$ cat config.mk
export PLATFORM = sky130hd
export DESIGN_NAME = ram8_burst_ctrl_flat
export DESIGN_NICKNAME = d
export VERILOG_FILES = /design/src/rtl/ram8_burst_ctrl_pkg.sv /design/src/rtl/ram8_burst_ctrl_if.sv /design/src/rtl/ram8_burst_ctrl.sv /design/src/flat_wrapper.sv
export SDC_FILE = /design/constraint.sdc
export NUM_CORES = 1
export LEC_CHECK = 0
export ABC_CLOCK_PERIOD_IN_PS = 2200
export CORE_MARGIN = 1
export CORE_UTILIZATION = 35
export CTS_BUF_LIST = sky130_fd_sc_hd__clkbuf_8
export DETAILED_ROUTE_END_ITERATION = 6
export PLACE_DENSITY = 0.75
export SYNTH_ARGS = -nofsm -noshare
export SYNTH_HDL_FRONTEND = slang
export SYNTH_SLANG_ARGS = --single-unit
$ cat constraint.sdc
create_clock -name clk -period 2.2 [get_ports clk]
set_input_delay 0.55 -clock clk [delete_from_list [all_inputs] [get_ports clk]]
set_output_delay 0.55 -clock clk [all_outputs]
set_load 0.05 [all_outputs]
$ cat src/rtl/ram8_burst_ctrl_pkg.sv
// Shared types and constants for the RAM8 burst sequencer.
// Optional FILL support is selected with the RAM8_BURST_FILL_EN macro.
package ram8_burst_pkg;

    localparam int RAM_ADDR_W = 3;
    localparam int RAM_DATA_W = 8;

    // Command opcodes as carried on cmd_op
    typedef enum logic [1:0] {
        OP_WRITE = 2'b00,
        OP_READ  = 2'b01,
        OP_FILL  = 2'b10,
        OP_RSVD  = 2'b11
    } op_e;

    // Sequencer states; the controller stores these as plain 3-bit codes
    typedef enum logic [2:0] {
        ST_IDLE     = 3'd0,
        ST_WRITE    = 3'd1,
        ST_FILL     = 3'd2,
        ST_RD_ISSUE = 3'd3,
        ST_RD_CAP   = 3'd4,
        ST_RD_HOLD  = 3'd5
    } state_e;

    // Next word address with wrap-around across the 8-word macro
    function automatic logic [RAM_ADDR_W-1:0] next_addr(input logic [RAM_ADDR_W-1:0] a);
        return a + RAM_ADDR_W'(1);
    endfunction

endpackage

$ cat src/rtl/ram8_burst_ctrl_if.sv
// Bundle of command, write-stream, read-stream and RAM8 macro signals.
// slave: the burst controller; master: whoever issues commands and owns the macro model.
interface ram8_burst_ctrl_if
    import ram8_burst_pkg::*;
#(
    parameter int ADDR_W = RAM_ADDR_W,
    parameter int DATA_W = RAM_DATA_W
);
    // Command channel
    logic              cmd_valid;
    logic              cmd_ready;
    logic [1:0]        cmd_op;
    logic [ADDR_W-1:0] cmd_addr;
    logic [ADDR_W-1:0] cmd_len;
    logic [DATA_W-1:0] cmd_fill;
    // Write byte stream
    logic              wdata_valid;
    logic              wdata_ready;
    logic [DATA_W-1:0] wdata;
    // Read byte stream
    logic              rdata_valid;
    logic              rdata_ready;
    logic [DATA_W-1:0] rdata;
    // Status
    logic              busy;
    // RAM8 macro port
    logic              ram_en;
    logic              ram_we;
    logic [ADDR_W-1:0] ram_addr;
    logic [DATA_W-1:0] ram_di;
    logic [DATA_W-1:0] ram_do;

    modport slave (
        input  cmd_valid, cmd_op, cmd_addr, cmd_len, cmd_fill,
        output cmd_ready,
        input  wdata_valid, wdata,
        output wdata_ready,
        output rdata_valid, rdata,
        input  rdata_ready,
        output busy,
        output ram_en, ram_we, ram_addr, ram_di,
        input  ram_do
    );

    modport master (
        output cmd_valid, cmd_op, cmd_addr, cmd_len, cmd_fill,
        input  cmd_ready,
        output wdata_valid, wdata,
        input  wdata_ready,
        input  rdata_valid, rdata,
        output rdata_ready,
        input  busy,
        input  ram_en, ram_we, ram_addr, ram_di,
        output ram_do
    );

endinterface

$ cat src/rtl/ram8_burst_ctrl.sv
// Burst sequencer for the 8x8 RAM8 macro: sole driver of its single port.
// FILL bursts are built only when RAM8_BURST_FILL_EN is defined; otherwise
// a FILL command is swallowed like the reserved opcode.
module ram8_burst_ctrl
    import ram8_burst_pkg::*;
#(
    parameter int ADDR_W = RAM_ADDR_W,
    parameter int DATA_W = RAM_DATA_W
) (
    input  logic                  clk,
    input  logic                  rst_n,
    ram8_burst_ctrl_if.slave      bus
);

    localparam logic [2:0] S_IDLE     = ST_IDLE;
    localparam logic [2:0] S_WRITE    = ST_WRITE;
    localparam logic [2:0] S_FILL     = ST_FILL;
    localparam logic [2:0] S_RD_ISSUE = ST_RD_ISSUE;
    localparam logic [2:0] S_RD_CAP   = ST_RD_CAP;
    localparam logic [2:0] S_RD_HOLD  = ST_RD_HOLD;

    logic [2:0]        state_q,    state_d;
    logic [ADDR_W-1:0] cur_addr_q, cur_addr_d;
    logic [ADDR_W-1:0] remain_q,   remain_d;
    logic [DATA_W-1:0] rdata_q,    rdata_d;
`ifdef RAM8_BURST_FILL_EN
    logic [DATA_W-1:0] fill_q,     fill_d;
`else
    // Fill byte has no consumer when FILL is not built
    logic unused_fill;
    assign unused_fill = ^bus.cmd_fill;
`endif

    logic last_word;
    assign last_word = (remain_q == '0);

    // Next-state, address/length counters and read-capture register
    always_comb begin
        state_d    = state_q;
        cur_addr_d = cur_addr_q;
        remain_d   = remain_q;
        rdata_d    = rdata_q;
`ifdef RAM8_BURST_FILL_EN
        fill_d     = fill_q;
`endif
        case (state_q)
            S_IDLE: begin
                if (bus.cmd_valid) begin
                    cur_addr_d = bus.cmd_addr;
                    remain_d   = bus.cmd_len;
`ifdef RAM8_BURST_FILL_EN
                    fill_d     = bus.cmd_fill;
`endif
                    case (bus.cmd_op)
                        OP_WRITE: state_d = S_WRITE;
                        OP_READ:  state_d = S_RD_ISSUE;
`ifdef RAM8_BURST_FILL_EN
                        OP_FILL:  state_d = S_FILL;
`endif
                        default:  state_d = S_IDLE;
                    endcase
                end
            end
            S_WRITE: begin
                if (bus.wdata_valid) begin
                    cur_addr_d = next_addr(cur_addr_q);
                    if (last_word) state_d  = S_IDLE;
                    else           remain_d = remain_q - ADDR_W'(1);
                end
            end
`ifdef RAM8_BURST_FILL_EN
            S_FILL: begin
                cur_addr_d = next_addr(cur_addr_q);
                if (last_word) state_d  = S_IDLE;
                else           remain_d = remain_q - ADDR_W'(1);
            end
`endif
            S_RD_ISSUE: state_d = S_RD_CAP;
            S_RD_CAP: begin
                // Macro output is valid the cycle after the read access
                rdata_d = bus.ram_do;
                state_d = S_RD_HOLD;
            end
            S_RD_HOLD: begin
                if (bus.rdata_ready) begin
                    if (last_word) begin
                        state_d = S_IDLE;
                    end else begin
                        cur_addr_d = next_addr(cur_addr_q);
                        remain_d   = remain_q - ADDR_W'(1);
                        state_d    = S_RD_CAP;
                    end
                end
            end
            default: state_d = S_IDLE;
        endcase
    end

    // Macro port drive; idle values are all-zero
    always_comb begin
        bus.ram_en   = 1'b0;
        bus.ram_we   = 1'b0;
        bus.ram_addr = '0;
        bus.ram_di   = '0;
        case (state_q)
            S_WRITE: begin
                if (bus.wdata_valid) begin
                    bus.ram_en   = 1'b1;
                    bus.ram_we   = 1'b1;
                    bus.ram_addr = cur_addr_q;
                    bus.ram_di   = bus.wdata;
                end
            end
`ifdef RAM8_BURST_FILL_EN
            S_FILL: begin
                bus.ram_en   = 1'b1;
                bus.ram_we   = 1'b1;
                bus.ram_addr = cur_addr_q;
                bus.ram_di   = fill_q;
            end
`endif
            S_RD_ISSUE: begin
                bus.ram_en   = 1'b1;
                bus.ram_addr = cur_addr_q;
            end
            S_RD_HOLD: begin
                // Reissue in the handshake cycle keeps throughput at 1 byte / 2 cycles
                if (bus.rdata_ready && !last_word) begin
                    bus.ram_en   = 1'b1;
                    bus.ram_addr = next_addr(cur_addr_q);
                end
            end
            default: ;
        endcase
    end

    // State and datapath registers with asynchronous reset
    always_ff @(posedge clk or negedge rst_n) begin
        if (!rst_n) begin
            state_q    <= S_IDLE;
            cur_addr_q <= '0;
            remain_q   <= '0;
            rdata_q    <= '0;
`ifdef RAM8_BURST_FILL_EN
            fill_q     <= '0;
`endif
        end else begin
            state_q    <= state_d;
            cur_addr_q <= cur_addr_d;
            remain_q   <= remain_d;
            rdata_q    <= rdata_d;
`ifdef RAM8_BURST_FILL_EN
            fill_q     <= fill_d;
`endif
        end
    end

    // cmd_ready is held low while reset is asserted
    assign bus.cmd_ready   = rst_n && (state_q == S_IDLE);
    assign bus.wdata_ready = (state_q == S_WRITE);
    assign bus.rdata_valid = (state_q == S_RD_HOLD);
    assign bus.rdata       = rdata_q;
    assign bus.busy        = (state_q != S_IDLE);

endmodule

$ cat src/flat_wrapper.sv
// flat-port wrapper written by rule: the top's interface ports become plain ports
module ram8_burst_ctrl_flat import ram8_burst_pkg::*;
#(
    parameter int ADDR_W = RAM_ADDR_W,
    parameter int DATA_W = RAM_DATA_W
)
  (clk, rst_n, bus_cmd_valid, bus_cmd_op, bus_cmd_addr, bus_cmd_len, bus_cmd_fill, bus_cmd_ready, bus_wdata_valid, bus_wdata, bus_wdata_ready, bus_rdata_valid, bus_rdata, bus_rdata_ready, bus_busy, bus_ram_en, bus_ram_we, bus_ram_addr, bus_ram_di, bus_ram_do);
  ram8_burst_ctrl_if #(.ADDR_W(ADDR_W), .DATA_W(DATA_W)) bus_i ();
  input  logic clk;
  input  logic rst_n;
  input wire logic [$bits(bus_i.cmd_valid)-1:0] bus_cmd_valid;
  input wire logic [$bits(bus_i.cmd_op)-1:0] bus_cmd_op;
  input wire logic [$bits(bus_i.cmd_addr)-1:0] bus_cmd_addr;
  input wire logic [$bits(bus_i.cmd_len)-1:0] bus_cmd_len;
  input wire logic [$bits(bus_i.cmd_fill)-1:0] bus_cmd_fill;
  output wire logic [$bits(bus_i.cmd_ready)-1:0] bus_cmd_ready;
  input wire logic [$bits(bus_i.wdata_valid)-1:0] bus_wdata_valid;
  input wire logic [$bits(bus_i.wdata)-1:0] bus_wdata;
  output wire logic [$bits(bus_i.wdata_ready)-1:0] bus_wdata_ready;
  output wire logic [$bits(bus_i.rdata_valid)-1:0] bus_rdata_valid;
  output wire logic [$bits(bus_i.rdata)-1:0] bus_rdata;
  input wire logic [$bits(bus_i.rdata_ready)-1:0] bus_rdata_ready;
  output wire logic [$bits(bus_i.busy)-1:0] bus_busy;
  output wire logic [$bits(bus_i.ram_en)-1:0] bus_ram_en;
  output wire logic [$bits(bus_i.ram_we)-1:0] bus_ram_we;
  output wire logic [$bits(bus_i.ram_addr)-1:0] bus_ram_addr;
  output wire logic [$bits(bus_i.ram_di)-1:0] bus_ram_di;
  input wire logic [$bits(bus_i.ram_do)-1:0] bus_ram_do;
  assign bus_i.cmd_valid = bus_cmd_valid;
  assign bus_i.cmd_op = bus_cmd_op;
  assign bus_i.cmd_addr = bus_cmd_addr;
  assign bus_i.cmd_len = bus_cmd_len;
  assign bus_i.cmd_fill = bus_cmd_fill;
  assign bus_cmd_ready = bus_i.cmd_ready;
  assign bus_i.wdata_valid = bus_wdata_valid;
  assign bus_i.wdata = bus_wdata;
  assign bus_wdata_ready = bus_i.wdata_ready;
  assign bus_rdata_valid = bus_i.rdata_valid;
  assign bus_rdata = bus_i.rdata;
  assign bus_i.rdata_ready = bus_rdata_ready;
  assign bus_busy = bus_i.busy;
  assign bus_ram_en = bus_i.ram_en;
  assign bus_ram_we = bus_i.ram_we;
  assign bus_ram_addr = bus_i.ram_addr;
  assign bus_ram_di = bus_i.ram_di;
  assign bus_i.ram_do = bus_ram_do;
  ram8_burst_ctrl #(.ADDR_W(ADDR_W), .DATA_W(DATA_W)) u_core (.clk(clk), .rst_n(rst_n), .bus(bus_i));
endmodule
==> metrics <==
cell count after placement 197; setup_tns 0 ns; HP Class reg -> reg; EDFF count, synth 0; Seq cells post-synth 17; YS warnings 0; Detailed Route WL 3080 um; Synth Area in Compound Gates 0.159; pwr/cell area 1580 nW/um^2; vias in the first global route 1179; final total power 3200 uW; number of buffers created by CTS 3; failing checks DRC; RR Startpoint u_core.state_q[1]; maximum VDD drop 0.962 mV; CP max FO 6; Std-Cell Rows 19; post-synthesis adder-cell area fraction 0.0358; post-cts hold buffer count 0; Final nets 218; Die Wd 56.8 um; final slew viol count 0; Max Clock Freq 464 MHz; hold path start u_core.bus.rdata[1]; DR pass1 iterations 6; Leak Pwr 0.000865 uW; # DRC 12; hpwl dp 2350 um; top_reg_cell synth dfrtp_1; Data required, critical path 1.65 ns; CP Class reg -> out; Logic pwr share 0.750; ANT nets after route 0; register area share after synthesis 0.405; initial DRC count 30; status finished with violations; routed len/inst 14.8 um; XOR/XNOR Fraction of Synth Area 0; CP Data Arrival Time 1.60 ns; Final WS setup 0.0461 ns; RSZ-0062 raised after global routing yes; Worst Setup SP u_core.state_q[1]; post-layout min period 2.15 ns; initial antenna violation count 0; die outline height 56.8 um; CTS root buffer clkbuf_8; Slew @ Worst Pin 0.509 ns; Initial Util 0.374; switching pwr 1520 uW; Slew Limit Headroom 0.659; Clk pwr share 0.069; P_int 1690 uW; I/O pin count 62; setup violators final 0; clk slew on worst S/H paths 0.06 ns; first-pass GRT wire length 5060 um; Avg Cell Area, Syn 10.0 um^2; largest family of logic cells by synthesized area simple AND/OR/NAND/NOR gates; GPL Wtd Cong 0.850; Global Route Usage Sum 0.200; fraction of registers with async set/reset 1.00; post-synthesis mux area share 0.114; fraction of layout cells with a size suffix above 1 0.435; worst slack at placement -0.194 ns; vias per cell 5.24; Max-Cap Viols 0; Core ar. 2810 um^2; Hold Fails Final Rpt 0; CTS Sinks 17; diodes inserted 0; clk buf depth 2; Clock Latency Late Sink 0.25 ns; Netlist cell types 34; switching part of the total 0.474; Synth-to-Final Area Change 92.6%; Crit. End Element output pin; via count 1089; die area 3220 um^2; commonest non-fill, non-tap cells in the layout clkdlybuf4s50_1 (34), buf_4 (20), buf_12 (16), dfrtp_1 (16); gr ovfl total 0; Synth Cell Area 1050 um^2; largest net degree at the start of global routing 18; fin cells 208; Syn Inst Count 105; Syn Nets 145; CTS H-Tree Depth 1; crit share post-route 0.979; IO buf count 53; CTS tree done; most common cell after layout, fill and taps aside clkdlybuf4s50_1; post-synthesis simple-gate area fraction 0.230; skew final 0.000947 ns; Startpoint Class flip-flop; Flop pwr share 0.181
-- cell type report --
class	count	area (um^2)
clock inverters	1	3.75
fillers	216	783
well taps	31	38.8
inverters	5	18.8
clock buffers	3	41.3
flip-flops and latches	17	427
repair buffers	73	840
multi-input cells	78	653
-- worst paths after layout --
kind / to / slack (ns) / depth (start not counted)
max reg2reg: u_core.cur_addr_q[0] / 0.45 / 7
max in group asynchronous: u_core.state_q[1] / 1.33 / 2
min: u_core.bus.rdata[1] / 0.51 / 1
min in group asynchronous: u_core.bus.rdata[0] / 0.66 / 2
min reg2reg: u_core.bus.rdata[1] / 0.51 / 1
max: bus_cmd_ready / 0.05 / 5
-- routing by layer --
metal,vias up,part of all wire,global-route usage
met5,-,0,0
met4,0,0.0084,0.0523
met3,4,0.082,0.0415
met2,50,0.56,0.406
met1,519,0.35,0.202
li1,516,-,-
-- worst max-delay path, cell delays in order (launching register included) --
cell and delay, ns:
dfrtp_2 0.44, buf_4 0.15, buf_4 0.15, nor3_4 0.27
and2_1 0.21, buf_12 0.14
-- timing repair --
action                     in CTS  in global routing
gates resized for setup        14                  7
pin swaps                       5                  3
setup endpoints to repair      12                 12
setup buffers                   3                  5
-- cell families after synthesis --
family / Yosys count
AO/OA/AOI/OAI: 25
adder cells (fa/ha/maj): 3
buffers and inverters: 10
flip-flops: 17
multiplexers: 10
AND/OR/NAND/NOR: 40
-- Yosys cell counts (3+ instances only) --
cell type	number	area, um^2
and2_1	9	56.3
dfrtp_1	17	425
nor2b_1	4	25.0
nand2_1	7	26.3
o21ai_0	7	35.0
nor3_1	3	15.0
inv_1	5	18.8
mux2_2	8	90.1
a21oi_1	4	20.0
nor2_1	5	18.8
ha_1	3	37.5
-- power groups by stage --
stage               Clock, uW  Combinational, uW  Sequential, uW
floorplan                   0               1100             807
global placement            0               2180             563
detailed placement          0               2220             575
CTS                       232               2310             577
global route              244               2530             596
finish                    223               2400             579
-- stage by stage --
step,hold WS (ns),util,instance area [um^2]
2_1_floorplan,0.254,-,1070
3_3_place_gp,0.489,0.661,1860
3_5_place_dp,0.499,0.661,1860
4_1_cts,0.514,0.698,1960
5_1_grt,0.535,0.721,2020
6_report,0.508,0.721,2020
-- sequential cells by signal, summed over array words and instances (netlist names) --
name	flops
u_core.bus.rdata	8
u_core.remain_q	3
u_core.state_q	3
u_core.cur_addr_q	3
(Power assumes the default switching activity.)
